==> src/rtl/key_pulse.sv <==
`timescale 1ns/1ps
`default_nettype none
// +---------------------------------------------------------------------------+
// | key_pulse : push-button debouncer with one-cycle press/auto-repeat pulses |
// | Revision  : 1.0                                                           |
// +---------------------------------------------------------------------------+
module key_pulse #(
   parameter int ACTIVE_LOW   = 1,
   parameter int STABLE_CNT   = 500000,
   parameter int REPEAT_DELAY = 25000000,
   parameter int REPEAT_RATE  = 10000000,
   parameter int CNT_WIDTH    = 25
) (
   input  logic CLK,
   input  logic RST,
   input  logic key,
   input  logic repeat_en,
   output logic pressed,
   output logic transition
);

   typedef enum logic [1:0] {
      IDLE   = 2'd0,
      HOLD   = 2'd1,
      REPEAT = 2'd2
   } state_t;

   localparam logic                 RELEASED_LVL = (ACTIVE_LOW != 0) ? 1'b1 : 1'b0;
   localparam logic [CNT_WIDTH-1:0] STABLE_LAST  = CNT_WIDTH'(STABLE_CNT - 1);
   localparam logic [CNT_WIDTH-1:0] DELAY_LAST   = CNT_WIDTH'(REPEAT_DELAY - 1);
   localparam logic [CNT_WIDTH-1:0] RATE_LAST    = CNT_WIDTH'(REPEAT_RATE - 1);
   localparam logic [CNT_WIDTH-1:0] CNT_ONE      = CNT_WIDTH'(1);

   logic                 sync1_q, sync1_d;
   logic                 sync2_q, sync2_d;
   logic                 pressed_q, pressed_d;
   logic                 transition_q, transition_d;
   logic [CNT_WIDTH-1:0] deb_cnt_q, deb_cnt_d;
   logic [CNT_WIDTH-1:0] rep_cnt_q, rep_cnt_d;
   state_t               state_q, state_d;

   logic                 key_s;
   logic                 press_rise;
   logic                 press_fall;
   logic [CNT_WIDTH-1:0] rep_last;

   always_ff @(posedge CLK or posedge RST) begin
      if (RST) begin
         sync1_q      <= RELEASED_LVL;
         sync2_q      <= RELEASED_LVL;
         pressed_q    <= 1'b0;
         transition_q <= 1'b0;
         deb_cnt_q    <= '0;
         rep_cnt_q    <= '0;
         state_q      <= IDLE;
      end else begin
         sync1_q      <= sync1_d;
         sync2_q      <= sync2_d;
         pressed_q    <= pressed_d;
         transition_q <= transition_d;
         deb_cnt_q    <= deb_cnt_d;
         rep_cnt_q    <= rep_cnt_d;
         state_q      <= state_d;
      end
   end

   // Synchronizer and debounce: pressed only follows key_s after a full stable run.
   always_comb begin
      sync1_d   = key;
      sync2_d   = sync1_q;
      key_s     = (ACTIVE_LOW != 0) ? ~sync2_q : sync2_q;
      pressed_d = pressed_q;
      deb_cnt_d = '0;
      if (key_s != pressed_q) begin
         if (deb_cnt_q == STABLE_LAST) begin
            pressed_d = key_s;
         end else begin
            deb_cnt_d = deb_cnt_q + CNT_ONE;
         end
      end
   end

   // Edges are taken from pressed_d so the press pulse lands on the same edge as pressed.
   always_comb begin
      state_d      = state_q;
      rep_cnt_d    = rep_cnt_q;
      transition_d = 1'b0;
      press_rise   = pressed_d & ~pressed_q;
      press_fall   = ~pressed_d & pressed_q;
      rep_last     = (state_q == HOLD) ? DELAY_LAST : RATE_LAST;

      case (state_q)
         IDLE: begin
            rep_cnt_d = '0;
            if (press_rise) begin
               state_d      = HOLD;
               transition_d = 1'b1;
            end
         end
         HOLD, REPEAT: begin
            if (press_fall) begin
               state_d   = IDLE;
               rep_cnt_d = '0;
            end else if (!repeat_en) begin
               rep_cnt_d = '0;
            end else if (rep_cnt_q == rep_last) begin
               // A due pulse right after another one waits a cycle to keep pulses distinct.
               if (!transition_q) begin
                  transition_d = 1'b1;
                  rep_cnt_d    = '0;
                  state_d      = REPEAT;
               end
            end else begin
               rep_cnt_d = rep_cnt_q + CNT_ONE;
            end
         end
         default: begin
            state_d   = IDLE;
            rep_cnt_d = '0;
         end
      endcase
   end

   assign pressed    = pressed_q;
   assign transition = transition_q;

endmodule
`default_nettype wire

==> config.mk <==
export PLATFORM = sky130hd
export DESIGN_NAME = key_pulse
export DESIGN_NICKNAME = d
export VERILOG_FILES = /design/src/rtl/key_pulse.sv
export SDC_FILE = /design/constraint.sdc
export NUM_CORES = 1
export LEC_CHECK = 0
export CORE_MARGIN = 4
export CORE_UTILIZATION = 45
export DETAILED_ROUTE_END_ITERATION = 10
export PLACE_DENSITY = 0.64
export SLEW_MARGIN = 20
export SYNTH_ARGS = -nofsm -noshare
export SYNTH_HDL_FRONTEND = slang
export SYNTH_SLANG_ARGS = --single-unit
==> constraint.sdc <==
create_clock -name CLK -period 3.5 [get_ports CLK]
set_clock_uncertainty 0.2 [all_clocks]
set_input_delay 0.875 -clock CLK [delete_from_list [all_inputs] [get_ports CLK]]
set_output_delay 0.875 -clock CLK [all_outputs]
set_load 0.005 [all_outputs]
== Word level (Yosys, flattened, before mapping) ==
Index checks and enable logic that the tools add are counted.

* Add/subtract/negate cells: 2
* Eq/ne operators: 10
* Multiplexer cells: 22
* $mul: 0
* Bitwise operators: 5
* Order comparisons: 0
* Shifts and indexed selects: 0
* Reduce and logical (&&, ||, !) cells: 3
* Divide/modulo/power cells: 0

{| class="wikitable"
|+ Operators with widths
! operator !! number
|-
| 2-to-1 mux 25 bit || 8
|-
| adder 25 x 1 -> 25 bit, second input constant || 2
|-
| == test 25 x 19 -> 1 bit, second input constant || 1
|-
| == test 25 bit || 1
|-
| 2-to-1 mux 2 bit || 5
|-
| != test 3 bit, second input constant || 3
|-
| 2-to-1 mux 1 bit || 7
|-
| != test 5 bit, second input constant || 1
|-
| case mux 2 bit (2 select lines) || 1
|-
| AND reduction 4 bit || 1
|-
| inverter 1 bit || 3
|-
| bitwise AND 1 bit || 2
|-
| == test 2 x 1 -> 1 bit, second input constant || 1
|-
| == test 2 bit, second input constant || 1
|-
| zero test 2 bit || 1
|-
| != test 2 bit, second input constant || 1
|-
| case mux 1 bit (2 select lines) || 1
|-
| OR reduction 2 bit || 1
|-
| != test 1 bit || 1
|}

* Output and inout bits: 2
* Bits in latches: 0
* ROM bits: 0
* Memories kept: 0
* Logic and storage cells: 49
* Input port bits: 4
* Bits in writable memories: 0
* Flip-flop bits (word level): 56

== Depth between registers and ports, before layout ==
Gate-level depths: netlist (run 1).

* Depth in word-level cells: 7
* Mapped depth: 8
* Gate-level depth less buffers: 7

== Worst setup path before layout (run 1) ==
Ideal clock, no wire load.

* Path type: register to register
* Start point: register state_q[0]
* End point: register transition_q (netlist: transition)
* Setup slack: 1.059 ns
* Library setup time: 0.073 ns
* Stages on the path, launching flop included: 6
* Arrival time: 2.168 ns
* Cells stage by stage: dfrtp_1 -> ha_1 -> or4_4 -> a2111o_4 -> or3_1 -> a21oi_2

* Longest elaborated chain between the ends: 7
* Elaborated cells on any way between the ends: 10
* Those cells by class: eq/ne: 3; mux: 5; reduce/logical: 2

{| class="wikitable"
|+ Ends and longest elaborated chain
! element !! RTL line !! text
|-
| from (decl) || 40 || <nowiki>state_t state_q, state_d;</nowiki>
|-
| from (signal assigned) || 63 || <nowiki>state_q <= state_d;</nowiki>
|-
| == test 2 x 1 -> 1 bit || 90, 92 ||
|-
| 2-to-1 mux 25 bit || 90 || <nowiki>rep_last = (state_q == HOLD) ? DELAY_LAST : RATE_LAST;</nowiki>
|-
| == test 25 bit || 106 || <nowiki>end else if (rep_cnt_q == rep_last) begin</nowiki>
|-
| 2-to-1 mux 1 bit || 106 ||
|-
| 2-to-1 mux 1 bit || 104 || <nowiki>end else if (!repeat_en) begin</nowiki>
|-
| 2-to-1 mux 1 bit || 101 || <nowiki>if (press_fall) begin</nowiki>
|-
| case mux 1 bit (2 select lines) (*) || 92 || <nowiki>case (state_q)</nowiki>
|-
| named net transition_d || 37 || <nowiki>logic transition_q, transition_d;</nowiki>
|-
| to (signal assigned) || 60 || <nowiki>transition_q <= transition_d;</nowiki>
|-
| to (decl) || 37 ||
|}

Mark *: on every way through the listed nets, which the timed path passes. The rest lies on a longest branch.
A chain may end at the register's enable or synchronous reset.

== Final worst setup path (run 1) ==
* Start point: register state_q[1]
* End point: register rep_cnt_q[15]

* Longest elaborated chain between the ends: 7
* Elaborated cells on any way between the ends: 10
* Those cells by class: eq/ne: 4; mux: 5; reduce/logical: 1

{| class="wikitable"
|+ Ends and longest elaborated chain
! element !! RTL line !! text
|-
| == test 2 x 1 -> 1 bit || 90, 92 ||
|-
| 2-to-1 mux 25 bit || 90 ||
|-
| == test 25 bit || 106 ||
|-
| 2-to-1 mux 25 bit || 106 ||
|-
| 2-to-1 mux 25 bit || 104 ||
|-
| 2-to-1 mux 25 bit || 101 ||
|-
| 2-to-1 mux 25 bit || 92 ||
|-
| to (signal assigned) || 62 || <nowiki>rep_cnt_q <= rep_cnt_d;</nowiki>
|-
| to (decl) || 39 || <nowiki>logic [CNT_WIDTH-1:0] rep_cnt_q, rep_cnt_d;</nowiki>
|}

Several ways; a longest one is shown, not always the timed one.

==> results of run 1 <==
==> worst max-delay path, stage by stage, from the launching register on <==
cell      delay, ns
dfrtp_1        0.39
inv_1          0.08
ha_1           0.24
or4_4          0.58
a2111o_4       0.59
o21bai_4       0.35
nor2_1         0.10
==> where the power goes <==
part           switching, mW  internal, mW  leakage, nW
Clock                  0.219         0.217       0.0558
Sequential           0.00370         0.651        0.773
Combinational         0.0224       0.00865        0.492
Total                  0.245         0.877         1.32
==> state kept, by name, indices dropped and copies added (netlist names) <==
| signal | cells |
|---|---|
| pressed | 1 |
| sync2_q | 1 |
| sync1_q | 1 |
| state_q | 2 |
| rep_cnt_q | 25 |
| deb_cnt_q | 25 |
| transition | 1 |
==> stage by stage <==
step / instances / power [mW] / setup slack (ns)
after CTS: 414 / 1.14 / 0.808
after global routing: 414 / 1.18 / 0.685
after detailed placement: 406 / 0.700 / 0.797
after floorplan: 326 / 0.688 / 1.06
final: 414 / 1.12 / 0.836
after global placement: 406 / 0.700 / 0.854
==> logic make-up (layout without fill, tap and decap cells) <==
| family | count (synthesis) | in the layout | share of synthesized area, % |
|---|---|---|---|
| adder cells (fa/ha/maj) | 5 | 5 | 2.01 |
| multiplexers | 1 | 1 | 0.322 |
| AO/OA/AOI/OAI | 34 | 34 | 9.50 |
| flip-flops | 56 | 56 | 45.2 |
| buffers and inverters | 18 | 26 | 2.53 |
| XOR/XNOR | 38 | 38 | 10.7 |
| AND/OR/NAND/NOR | 174 | 174 | 29.8 |
==> cells in the mapped netlist, types with 3 or more instances <==
cell type / instances / area (sq um)
nand3_1: 32 / 160
and4_1: 5 / 43.8
or3_1: 3 / 18.8
clkbuf_1: 4 / 15.0
xnor2_1: 14 / 123
and3_1: 13 / 81.3
xor2_1: 24 / 210
inv_1: 9 / 33.8
and2_1: 6 / 37.5
ha_1: 5 / 62.6
nor2_1: 50 / 188
dfrtp_1: 54 / 1350
nor4b_1: 6 / 52.6
buf_2: 3 / 15.0
a31oi_1: 4 / 25.0
nand2_1: 19 / 71.3
a21oi_1: 9 / 45.0
nor3_1: 13 / 65.1
nor4_1: 4 / 25.0
nand4_1: 13 / 81.3
==> cell type report <==
| class | count | area share (%) |
|---|---|---|
| clock inverter | 2 | 1.16 |
| multi-input combinational | 252 | 48.5 |
| clock buffer | 6 | 2.16 |
| tap | 80 | 2.98 |
| sequential | 56 | 41.8 |
| timing repair buffer | 9 | 2.39 |
| inverter | 9 | 1.01 |
==> cell usage in the layout (no fill, tap or decap), drive strengths merged, types with 2 or more instances in the layout <==
cell,netlist,routed
dfrtp,54,54
nor2,50,50
nand3,32,32
xor2,24,24
nand2,19,19
xnor2,14,14
nand4,13,13
and3,13,13
nor3,13,13
a21oi,10,10
inv,9,10
and2,6,6
nor4b,6,6
clkbuf,4,6
and4,5,5
ha,5,5
clkdlybuf4s50,0,5
nor4,5,5
a31oi,4,4
buf,5,4
or3,3,3
o21bai,3,3
or4,2,2
or4b,2,2
o21ai,2,2
o41ai,2,2
a211oi,2,2
dfstp,2,2
o22ai,2,2
a2111oi,2,2
==> metal layers <==
metal	share of wire, %	wire [microns]
met1	53	3430
met2	42	2720
met3	3.5	227
met4	0.95	61
met5	0	0
==> worst paths after layout <==
path	startpoint	cells past startpoint	to	slack (ns)
min	sync1_q	0	sync2_q	0.16
max in group asynchronous	RST	3	rep_cnt_q[13]	1.63
min reg2reg	sync1_q	0	sync2_q	0.16
min in group asynchronous	RST	2	pressed	0.79
max	state_q[1]	6	rep_cnt_q[15]	0.84
max reg2reg	state_q[1]	6	rep_cnt_q[15]	0.84
==> results.yml, run 1 <==
global_route:
  grt.busiest_layer: "met1"
  met1_usage_pct: 27.6
  grt_max_degree: 36
  antenna_found_initial: 0
  met3_usage_pct: 2.57
  grtUsageMet2_pct: 23.4
  grt_pass1_vias: 2292
  grt_overflow: 0
  grt_pass1_wl_microns: 11600
  grt_usage_pct: 17.0
timing:
  rsz0062_at_grt: "false"
  final_hold_viol_count: 0
  maxSlewViolCount: 0
  max_freq_mhz: 375
  setup_viol: 0
  hold_ws_ns: 0.163
  period_needed_ns: 2.66
  period_share_pct: 76.1
  slew_headroom_pct: 45.7
  fin_setup_tns_ns: 0
  tightest_slew_ns: 0.807
synthesis:
  synth_nets: 335
  synthFlopType: "dfrtp_1"
  synth-seq-cells: 56
  yosysWarnings: 0
  synth_area_sq_um: 3110
  synth_sequential_area_ratio_pct: 45.2
  avgSynthCellArea_sq_um: 9.54
  synth-edff-count: 0
  synth_cells: 326
  ys_async_sr_fraction_pct: 100
  synth.distinct_cells: 48
clock_tree:
  cts_tree: "yes"
  root_buffer: "clkbuf_8"
  post_cts_buffers: 0
  clkSinkCount: 56
  cts_max_level: 2
  clk_path_buf_depth: 2
  clk_pin_slew_ns: 0.11
  clk_latency_ns: 0.31
  cts_resized: 0
  cts_made_buffers: 5
  cts_hold_buf: 0
setup_path:
  cp-start-kind: "flop"
  cp.required_ns: 3.48
  cp.arrival_ns: 2.65
  critPathKind: "flop to flop"
  endpoint_kind: "flop"
  cp_max_fo: 15
cells_and_area:
  drive_gt1_share_pct: 7.49
  fin_nets: 342
  multiInputGateArea_sq_um: 1630
  filler_cell_count: 641
  final_area_sq_um: 3360
  regArea_sq_um: 1400
  final_core_util_pct: 49.7
  areaGrowthSynthToFinish_pct: 7.93
  num_antenna_cells: 0
floorplan:
  start_util_pct: 46.0
  die_h_microns: 91.1
  ios: 6
  fp.dieArea_sq_um: 8300
  die_w_microns: 91.1
  core_area_sq_um: 6760
  rows: 30
place:
  numPortBuffers: 5
  hpwl_microns: 4590
  place_area_sq_um: 3240
  routabilityCongestion: 0.826
drt:
  dr.first_iter.drc_count: 150
  routedWlPerCell_microns: 15.6
  ant_nets: 0
  vias: 2430
  wl_microns: 6440
  via_per_inst: 5.87
  first_pass_iters: 4
  drc: 0
pwr:
  power.leakage_nw: 1.32
  cellPowerDensity_nw_per_um2: 334
  ir_worst_vdd_uv: 159
worst_hold_path:
  hp-class: "flop to flop"
job:
  maxCapViolCount: 0
outcome:
  status: "finished, final reports clean"
No activity file was read; power rests on OpenSTA's default activity.
==> run 2, diff against run 1 <==
- PLACE_DENSITY: 0.64 -> 0.66
- clock period: 3.5 -> 2.3 ns (I/O delays scaled with it)
==> run 2 against run 1 <==
Count of clock-buffer cells in the layout rose by 2. Clock power rose by 29%. Core utilization rose by 6.9 points. The flow now finishes with violations (setup timing). Highest routed layer unchanged. Power rose by 44%. Final area rose by 14%. Global-route usage rose by 0.54 points. Worst hold slack improved by 0.0022 ns. Sequential share of layout area fell by 5.1 points. Via count rose by 5.1%.
==> results.yml, run 2 (same netlist as run 1, synthesis figures left out) <==
setup_path:
  endpoint_kind: "flop"
  crit_chain: "nand3b_1, or4_4, a2111o_4, or3_1, a21oi_2"
  regToRegSetupSlack_ns: -0.02
  rr_endpoint: "transition"
  worst_path_max_delay_cell: "or4_4"
  cp.required_ns: 2.35
  critical-path-top-delay-family: "simple AND/OR/NAND/NOR gates"
  cp.arrival_ns: 2.37
  cp-start-kind: "flop"
  critPathKind: "flop to flop"
  cp_max_fo: 5
  cp.buffers_inverters: 0
  rr_startpoint: "rep_cnt_q[13]"
  critPathMaxStageDelay_ns: 0.53
  rr_worst_depth: 5
floorplan:
  core_area_sq_um: 6760
  die_w_microns: 91.1
  die_h_microns: 91.1
  ios: 6
  fp.dieArea_sq_um: 8300
  start_util_pct: 46.0
  rows: 30
drt:
  wl_microns: 6960
  ant_nets: 0
  first_pass_iters: 4
  dr.first_iter.drc_count: 156
  drc: 0
  via_per_inst: 5.57
  vias: 2555
  routedWlPerCell_microns: 15.2
place:
  routabilityCongestion: 0.830
  pre_cts_ws_ns: -0.0608
  hpwl_microns: 5070
  numPortBuffers: 5
  dp_cells: 451
cells_and_area:
  final_common_cell: "dfrtp_1"
  final_core_util_pct: 56.6
  fin_nets: 387
  final_cells: 459
  final_cell_mix: "dfrtp_1, nor2_1, buf_4"
  filler_cell_count: 602
  reg_top3: "deb_cnt_q (25), rep_cnt_q (25), state_q (2)"
  areaGrowthSynthToFinish_pct: 23.0
  num_antenna_cells: 0
  drive_gt1_share_pct: 23.2
clock_tree:
  cts_hold_buf: 0
  root_buffer: "clkbuf_8"
  post_cts_buffers: 0
  cts_max_level: 2
  clk_pin_slew_ns: 0.10
  cts_made_buffers: 5
  clk_latency_ns: 0.31
  clkSinkCount: 56
  cts_tree: "yes"
  clk_path_buf_depth: 2
worst_hold_path:
  hp-class: "flop to flop"
  min_from: "sync1_q"
  min_to: "sync2_q"
  hold_depth: 0
pwr:
  cellPowerDensity_nw_per_um2: 423
  power.switching_mw: 0.356
  ir_worst_vdd_uv: 221
  switching_share_pct: 22.0
  p_clk_share_pct: 34.6
  power.internal_mw: 1.26
  power.leakage_nw: 1.56
  combPwrFrac_pct: 3.9
  seq_power_share_pct: 61.5
global_route:
  antenna_found_initial: 0
  grt_overflow: 0
  grt_usage_pct: 17.5
  grt_pass1_wl_microns: 11800
  grt_max_degree: 26
  grt_pass1_vias: 2462
job:
  maxCapViolCount: 0
timing:
  maxSlewViolCount: 0
  period_share_pct: 101
  final_hold_viol_count: 0
  tightest_slew_ns: 0.447
  setup_slack_ns: -0.0208
  max_freq_mhz: 431
  setup_viol: 2
  period_needed_ns: 2.32
  slew_headroom_pct: 70.2
  rsz0062_at_grt: "true"
  hold_ws_ns: 0.165
outcome:
  violations: "setup timing"
  status: "finished, violations left"
## run 2: cell count changes in the layout (fill, tap and decap cells not counted), moves of 2 or more
cell / delta
buf_12: +3
a21oi_1: -5
buf_4: +38
ha_2: +2
nor3_2: +2
ha_1: -3
buf_6: +4
nor3_1: -2
a21oi_2: +5
## run 2: layout make-up
class                           count  area [sq um]  share of cell area [%]
Sequential cell                    56          1400                    36.7
Tap cell                           80           100                    2.62
Inverter                            9          33.8                   0.883
Multi-Input combinational cell    252          1730                    45.1
Timing Repair Buffer               54           470                    12.3
Clock buffer                        8          90.1                    2.36
## run 2: layer usage
metal | GRT usage [%] | wire, microns
met1 | 24.7 | 3430
met2 | 27.2 | 3260
met3 | 3.73 | 199
met4 | 5.15 | 80
met5 | 0 | 0
## run 2: worst max-delay path by stage
stage	start	endpoint	slack, ns	cells past startpoint
after floorplan	state_q[0]	transition	-0.03	5
after global placement	repeat_en	state_q[1]	-0.08	6
after detailed placement	state_q[1]	state_q[1]	-0.06	7
after CTS	deb_cnt_q[5]	rep_cnt_q[0]	0.005	6
after global routing	deb_cnt_q[7]	deb_cnt_q[12]	-0.08	5
final	rep_cnt_q[13]	transition	-0.02	5
## run 2: through the flow
stage | TNS [ns] | area, sq um | power, mW
floorplan | -0.0419 | 3120 | 1.05
global placement | -0.165 | 3620 | 1.08
detailed placement | -0.175 | 3620 | 1.08
CTS | 0 | 3720 | 1.64
global route | -2.14 | 3820 | 1.69
finish | -0.0222 | 3820 | 1.62
## run 2: repair_timing
action | CTS | global route
resized for setup | 2 | 22
pin swaps | 2 | 9
setup endpoints to repair | 11 | 55
## run 2: worst register-to-register path, stage by stage, from the launching register on
cell and delay [ns]:
dfrtp_1 0.39, nand3b_1 0.15, or4_4 0.53, a2111o_4 0.52
or3_1 0.35, a21oi_2 0.12
## run 2: power by group through the flow
stage	clock, mW	combinational [mW]	sequential, mW
final	0.560	0.0632	0.996
after global routing	0.617	0.0715	0.997
after CTS	0.578	0.0652	0.996
after detailed placement	0	0.0651	1.02
after global placement	0	0.0643	1.01
after floorplan	0	0.0325	1.01
==> run 3, diff against run 2 <==
- CELL_PAD_IN_SITES_DETAIL_PLACEMENT: not set -> 1
- CELL_PAD_IN_SITES_GLOBAL_PLACEMENT: not set -> 2
- CORE_UTILIZATION: 45 -> 36
- PLACE_DENSITY: 0.66 -> 0.78
==> run 3 against run 2 <==
The run still ends with setup timing left. Critical path depth did not move. Global-route usage up 0.11 points. First-iteration DRC count shrank 46%. Wire length is 23% higher. Final cell count rose by 7.6%. Largest power group unchanged.
==> results.yml, run 3 (same netlist as run 1, synthesis figures left out) <==
outcome:
  status: "finished, violations left"
  violations: "setup timing"
timing:
  setup_viol: 47
  period_needed_ns: 2.39
  maxSlewViolCount: 0
  slew_headroom_pct: 70.4
  max_freq_mhz: 419
  final_hold_viol_count: 0
  fin_setup_tns_ns: -1.56
  rsz0062_at_grt: "true"
  period_share_pct: 104
  tightest_slew_ns: 0.442
  setup_slack_ns: -0.0862
pwr:
  combPwrFrac_pct: 4.5
  power_mw: 1.77
  power.switching_mw: 0.412
  switching_share_pct: 23.4
  cellPowerDensity_nw_per_um2: 436
  seq_power_share_pct: 56.5
  power.leakage_nw: 1.64
  power.internal_mw: 1.35
  ir_worst_vdd_uv: 204
  p_clk_share_pct: 39.0
cells_and_area:
  final_common_cell: "dfrtp_1"
  fin_nets: 397
  final_core_util_pct: 48.7
  drive_gt1_share_pct: 29.3
  final_cell_mix: "dfrtp_1, buf_4, nand3_1, nor2_1, xor2_1"
  areaGrowthSynthToFinish_pct: 30.1
  reg_top3: "deb_cnt_q (25), rep_cnt_q (25), state_q (2)"
  final_area_sq_um: 4050
  num_antenna_cells: 0
  final_cells: 494
drt:
  dr.first_iter.drc_count: 85
  first_pass_iters: 4
  routedWlPerCell_microns: 17.3
  wl_microns: 8540
  ant_nets: 0
  via_per_inst: 5.36
  vias: 2646
  drc: 0
setup_path:
  rr_worst_depth: 5
  cp.required_ns: 2.34
  regToRegSetupSlack_ns: -0.09
  rr_endpoint: "rep_cnt_q[2]"
  cp.arrival_ns: 2.42
  cp_max_fo: 6
  cp-start-kind: "flop"
  critPathKind: "flop to flop"
  endpoint_kind: "flop"
  rr_startpoint: "state_q[0]"
clock_tree:
  cts_hold_buf: 0
  clk_pin_slew_ns: 0.11
  cts_tree: "yes"
  clkSinkCount: 56
  cts_made_buffers: 5
  cts_max_level: 2
  clk_latency_ns: 0.32
  clk_path_buf_depth: 2
  root_buffer: "clkbuf_8"
floorplan:
  die_w_microns: 101
  ios: 6
  start_util_pct: 37.5
  rows: 33
  fp.dieArea_sq_um: 10200
  die_h_microns: 101
  core_area_sq_um: 8300
global_route:
  grt_pass1_wl_microns: 14400
  grt_usage_pct: 17.7
  antenna_found_initial: 0
  grt_pass1_vias: 2904
  grt_max_degree: 57
  grt_overflow: 0
place:
  dp_cells: 482
  place_area_sq_um: 3700
  routabilityCongestion: 0.792
  numPortBuffers: 5
  hpwl_microns: 5990
job:
  maxCapViolCount: 0
worst_hold_path:
  min_from: "sync1_q"
  min_to: "sync2_q"
  hp-class: "flop to flop"
  hold_depth: 0
-- run 3: cell count changes in the layout (fill, tap and decap cells not counted), sizes merged --
cell,change
inv,+1
bufinv,+1
buf,+9
clkbuf,-1
-- run 3: power by group through the flow --
stage / Combinational [mW] / Clock [mW] / Sequential (mW)
2_1_floorplan: 0.0325 / 0 / 1.01
3_3_place_gp: 0.0613 / 0 / 1.02
3_5_place_dp: 0.0625 / 0 / 1.02
4_1_cts: 0.0625 / 0.715 / 0.997
5_1_grt: 0.0883 / 0.747 / 1.00
6_report: 0.0790 / 0.689 / 0.998
-- run 3: how the worst max path moves through the flow --
stage,start,cells past startpoint,to,slack (ns)
after floorplan,state_q[0],5,transition,-0.03
after global placement,repeat_en,6,state_q[1],-0.08
after detailed placement,state_q[1],7,rep_cnt_q[9],-0.05
after CTS,state_q[0],5,rep_cnt_q[23],-0.09
after global routing,state_q[0],5,rep_cnt_q[2],-0.15
final,state_q[0],5,rep_cnt_q[2],-0.09
-- run 3: what timing repair did --
| action | CTS | global route |
|---|---|---|
| resized for setup | 4 | 42 |
| pin swaps | 6 | 15 |
| endpoints found under the setup margin | 48 | 54 |
| cloned | 0 | 2 |
| setup buffers | 1 | 1 |
-- run 3: stage by stage --
step | setup slack (ns) | hold WS, ns
global route | -0.146 | 0.170
finish | -0.0862 | 0.162
detailed placement | -0.0548 | 0.148
CTS | -0.0875 | 0.164
floorplan | -0.0308 | 0.145
global placement | -0.0828 | 0.146
-- run 3: cell type report --
cell class,count,area [sq um]
multi-input cells,252,1800
clock inverters,2,38.8
flip-flops and latches,56,1400
well taps,105,131
clock buffers,6,72.6
repair buffers,64,567
inverters,9,33.8
fillers,935,4250
-- run 3: critical path, cell delays in order, from the launching register on --
cell and delay (ns):
dfrtp_1 0.41, ha_2 0.21, or4_4 0.50, a2111o_4 0.52
or2_4 0.29, a21oi_1 0.18
-- run 3: per-layer routing --
| metal | vias up | part of all wire [%] | global-route usage (%) |
|---|---|---|---|
| met5 | - | 0 | 0 |
| met4 | 0 | 1.7 | 4.91 |
| met3 | 11 | 1.5 | 2.28 |
| met2 | 16 | 54 | 32.3 |
| met1 | 1331 | 43 | 21.6 |
| li1 | 1288 | - | - |
==> RTL change 1, RTL diff (settings of run 1) <==
`CNT_WIDTH`: 25 -> 50.
--- a/src/rtl/key_pulse.sv
+++ b/src/rtl/key_pulse.sv
@@ -11,3 +11,3 @@
    parameter int REPEAT_RATE  = 10000000,
-   parameter int CNT_WIDTH    = 25
+   parameter int CNT_WIDTH    = 50
 ) (
Behaviour: no difference found for any inputs over 10 cycles, from zero or initial values and one cycle with RST high; that may be too few to reach the edited logic, so the function may still have changed.
==> RTL change 1 against run 1 <==
  * Final area up 80%
  * Count of clock-buffer cells in the layout up 3
  * Highest routed layer unchanged
  * Sequential cell count up 50
  * Setup slack worse by 120 ps
  * Synthesized area up 75%
  * Routed wire length up 69%
  * Critical endpoint is now rep_cnt_q[38]$_DFFE_PP0P_
  * Total power up 120%
==> RTL change 1: results (changes against run 1) <==
status finished, final reports clean (unchanged); met1 Usage GRT 21.2% (was 27.6%); Synth cell types 47 (was 48); GRT met2 Usage 28.0% (was 23.4%); met3 Resource Use GR 3.51% (was 2.57%); CP max FO 40 (was 15); main area contributors after synthesis dfrtp_1, xor2_1, nor2_1 (unchanged); Seq/total area 43.8% (was 41.8%); initial DRC count 194 (was 150); hpwl dp 7.41 mm (was 4.59 mm); Via density 5.55 (was 5.87); first-pass GRT wire length 19.3 mm (was 11.6 mm); synth cell count leaders nor2_1, dfrtp_1, xor2_1 (was dfrtp_1, nor2_1, nand3_1); layout clock buffer count 9 (was 6); H-tree Lvls 3 (was 2); P_leak 2.51 nW (was 1.32 nW); Crit Reg-Reg Endpoint rep_cnt_q[38]$_DFFE_PP0P_ (was rep_cnt_q[15]$_DFFE_PP0P_); placed inst area 5690 um2 (was 3240 um2); Post-Route Utilization 51.9% (was 49.7%); Yosys reg bits 106 (was 56); fill count 1034 (was 641); layout cells sized above 1 6.44% (was 7.49%); Clock Power Share 46.7% (was 38.8%); Layout clock area frac 5.64% (was 3.32%); met3 wire length 239 um (was 227 um); Signal inverters 14 (was 9); gr usage total 16.5% (was 17.0%); routability cong. 0.802 (was 0.826); Multi-input gate area 2700 um2 (was 1630 um2); syn avg cell area 9.41 um2 (was 9.54 um2); count of multi-input gates 444 (was 252); Avg WL per Cell 14.9 um (was 15.6 um); power density over the cells 405 nW/um2 (was 334 nW/um2); pin count of the biggest net entering global routing 75 (was 36); comb pwr 69.3 uW (was 31.0 uW); worst skew pair latency 340 ps (was 310 ps); Root Buffer clkbuf_16 (was clkbuf_8); vias in the first global route 4049 (was 2292); flop-to-flop setup slack 720 ps (was 840 ps); Crit path largest cell delay 510 ps (was 590 ps); sequential-to-total area share from yosys stat 48.7% (was 45.2%); clock-pin slew on the worst setup and hold paths 70 ps (was 110 ps); Worst Reg2Reg Path Length in Cells 8 (was 6); WL met2 5.45 mm (was 2.72 mm); Slew @ Worst Pin 738 ps (was 807 ps); top flop regs deb_cnt_q: 50 flops, rep_cnt_q: 50 flops, state_q: 2 flops (was deb_cnt_q: 25 flops, rep_cnt_q: 25 flops, state_q: 2 flops); die area 13900 um2 (was 8300 um2); family with the most delay on the worst path simple AND/OR/NAND/NOR gates (was compound AO/OA/AOI/OAI gates); sw power 504 uW (was 245 uW); wl on met1 5.10 mm (was 3.43 mm); NonClk Buf Share 2.07% (was 2.39%); dpl cells 716 (was 406); crit path DAT 2810 ps (was 2650 ps); FF-to-FF Start state_q[0]$_DFFE_PP0P_ (was state_q[1]$_DFFE_PP0P_); Final min period 2780 ps (was 2660 ps); slowest cell on the critical path nor4_1 (was a2111o_4); Non-clock buffers 10 (was 9); NumNets Final 594 (was 342)
[RTL change 1: cell types whose count changed in the layout (fill, tap and decap cells not counted), sizes merged, moves of 6 or more]
| cell | run 1 | this run |
|---|---|---|
| nor2 | 50 | 119 |
| dfrtp | 54 | 104 |
| xor2 | 24 | 52 |
| xnor2 | 14 | 37 |
| nand2 | 19 | 38 |
| nand4 | 13 | 27 |
| nor4 | 5 | 18 |
| and3 | 13 | 22 |
| and4 | 5 | 13 |
| nand3 | 32 | 38 |
[RTL change 1: kinds of logic (layout without fill, tap and decap cells)]
group / Yosys count / in the layout / synth area share, %
AOI/OAI and AO/OA: 28 / 28 / 3.26
xor gates and xnor gates: 89 / 89 / 14.3
adders and majority gates: 5 / 5 / 1.15
buffers and inverters: 30 / 40 / 2.13
DFF: 106 / 106 / 48.7
muxes: 1 / 1 / 0.183
and+or+nand+nor: 321 / 321 / 30.3
==> RTL change 2, RTL diff (config.mk and constraints of run 1) <==
Without the edit above. Encoding of `state_t`: now one-hot (3 bits for 3 states).
--- a/src/rtl/key_pulse.sv
+++ b/src/rtl/key_pulse.sv
@@ -21,6 +21,6 @@
 
-   typedef enum logic [1:0] {
-      IDLE   = 2'd0,
-      HOLD   = 2'd1,
-      REPEAT = 2'd2
+   typedef enum logic [2:0] {
+      IDLE   = 3'b001,
+      HOLD   = 3'b010,
+      REPEAT = 3'b100
    } state_t;
Behaviour: no difference found for any inputs over 10 cycles, from zero or initial values and one cycle with RST high; not proved beyond that.
==> RTL change 2 against run 1 <==
  * Total power grew 17%
  * Combinational power grew 38%
  * Final area shrank 2.9%
  * Sequential power grew 3%
  * Synthesized area shrank 6.6%
  * Sequential cell count grew 1
  * Routed wire length shrank 14%
  * Setup slack gained 97 ps
  * Critical path depth shrank 1
  * First-iteration DRC count shrank 57%
  * Hold slack gained 2.9 ps
  * Largest power group unchanged
==> RTL change 2: results (changes against run 1) <==
gr usage total 15.9% (was 17.0%); dpl cells 382 (was 406); H-tree Lvls 3 (was 2); final wirelength 5.57 mm (was 6.44 mm); CP max FO 16 (was 15); syn avg cell area 9.65 um2 (was 9.54 um2); status finished, final reports clean (unchanged); clock-pin slew on the worst setup and hold paths 60 ps (was 110 ps); slowest cell on the critical path a2111o_1 (was a2111o_4); main area contributors after synthesis dfrtp_1, xnor2_1, nor2_1 (was dfrtp_1, xor2_1, nor2_1); Worst Reg2Reg Path Length in Cells 5 (was 6); met3 Resource Use GR 4.47% (was 2.57%); synth cell count leaders dfrtp_1, nor2_1, xnor2_1 (was dfrtp_1, nor2_1, nand3_1); met1 Usage GRT 19.2% (was 27.6%); post-route non-filler standard cell count 398 (was 414); vias in the first global route 2153 (was 2292); Clock Power Share 45.6% (was 38.8%); hpwl dp 3.72 mm (was 4.59 mm); Slew @ Worst Pin 660 ps (was 807 ps); crit path DAT 2580 ps (was 2650 ps); top flop regs deb_cnt_q: 25 flops, rep_cnt_q: 25 flops, state_q: 3 flops (was deb_cnt_q: 25 flops, rep_cnt_q: 25 flops, state_q: 2 flops); initial DRC count 65 (was 150); layout cells sized above 1 8.10% (was 7.49%); P_leak 1.26 nW (was 1.32 nW); flop-to-flop setup slack 930 ps (was 840 ps); worst skew pair latency 340 ps (was 310 ps); routability cong. 0.788 (was 0.826)
==> RTL change 2: changes by cell type after synthesis, sizes merged, moves of 5 or more <==
cell and change:
xor2 -11, or3 +5, xnor2 +12, and2 -5
o21ai +5, nor2 -6, nand3 -13
==> RTL change 2: worst max-delay path, delay by kind of cell, from the launching register on <==
| family | cells | cell delay [ps] |
|---|---|---|
| simple gates | 2 | 520 |
| flops | 1 | 410 |
| compound gates | 3 | 1300 |
==> RTL change 2: cell type report <==
class	instances	share of cell area, %
Inverter	11	1.27
Sequential cell	57	43.9
Tap cell	77	2.96
Multi-Input combinational cell	228	43.2
Clock inverter	3	1.23
Timing Repair Buffer	9	2.84
Clock buffer	13	4.57
==> RTL change 2: stage by stage <==
step	instance area (um2)	power, mW	setup slack, ps
floorplan	2910	0.714	1030
finish	3260	1.32	934
detailed placement	3070	0.731	915
global route	3260	1.37	763
CTS	3260	1.34	918
global placement	3070	0.730	984
==> RTL change 2: logic make-up (layout without fill, tap and decap cells) <==
logic type	after synthesis	in the layout	synth area share, %
AO/OA/AOI/OAI	31	31	7.28
XOR/XNOR	39	39	11.8
adder cells (fa/ha/maj)	2	2	0.861
buffers and inverters	16	36	2.33
flip-flops	57	57	49.2
multiplexers	2	2	0.689
AND/OR/NAND/NOR	154	154	27.9
==> RTL change 2: metal layers <==
| layer | wire [um] | share of wire, % | vias to the layer above |
|---|---|---|---|
| met2 | 2790 | 50 | 24 |
| met5 | 0 | 0 | - |
| li1 | - | - | 1095 |
| met4 | 101 | 1.8 | 0 |
| met1 | 2540 | 46 | 1052 |
| met3 | 139 | 2.5 | 11 |
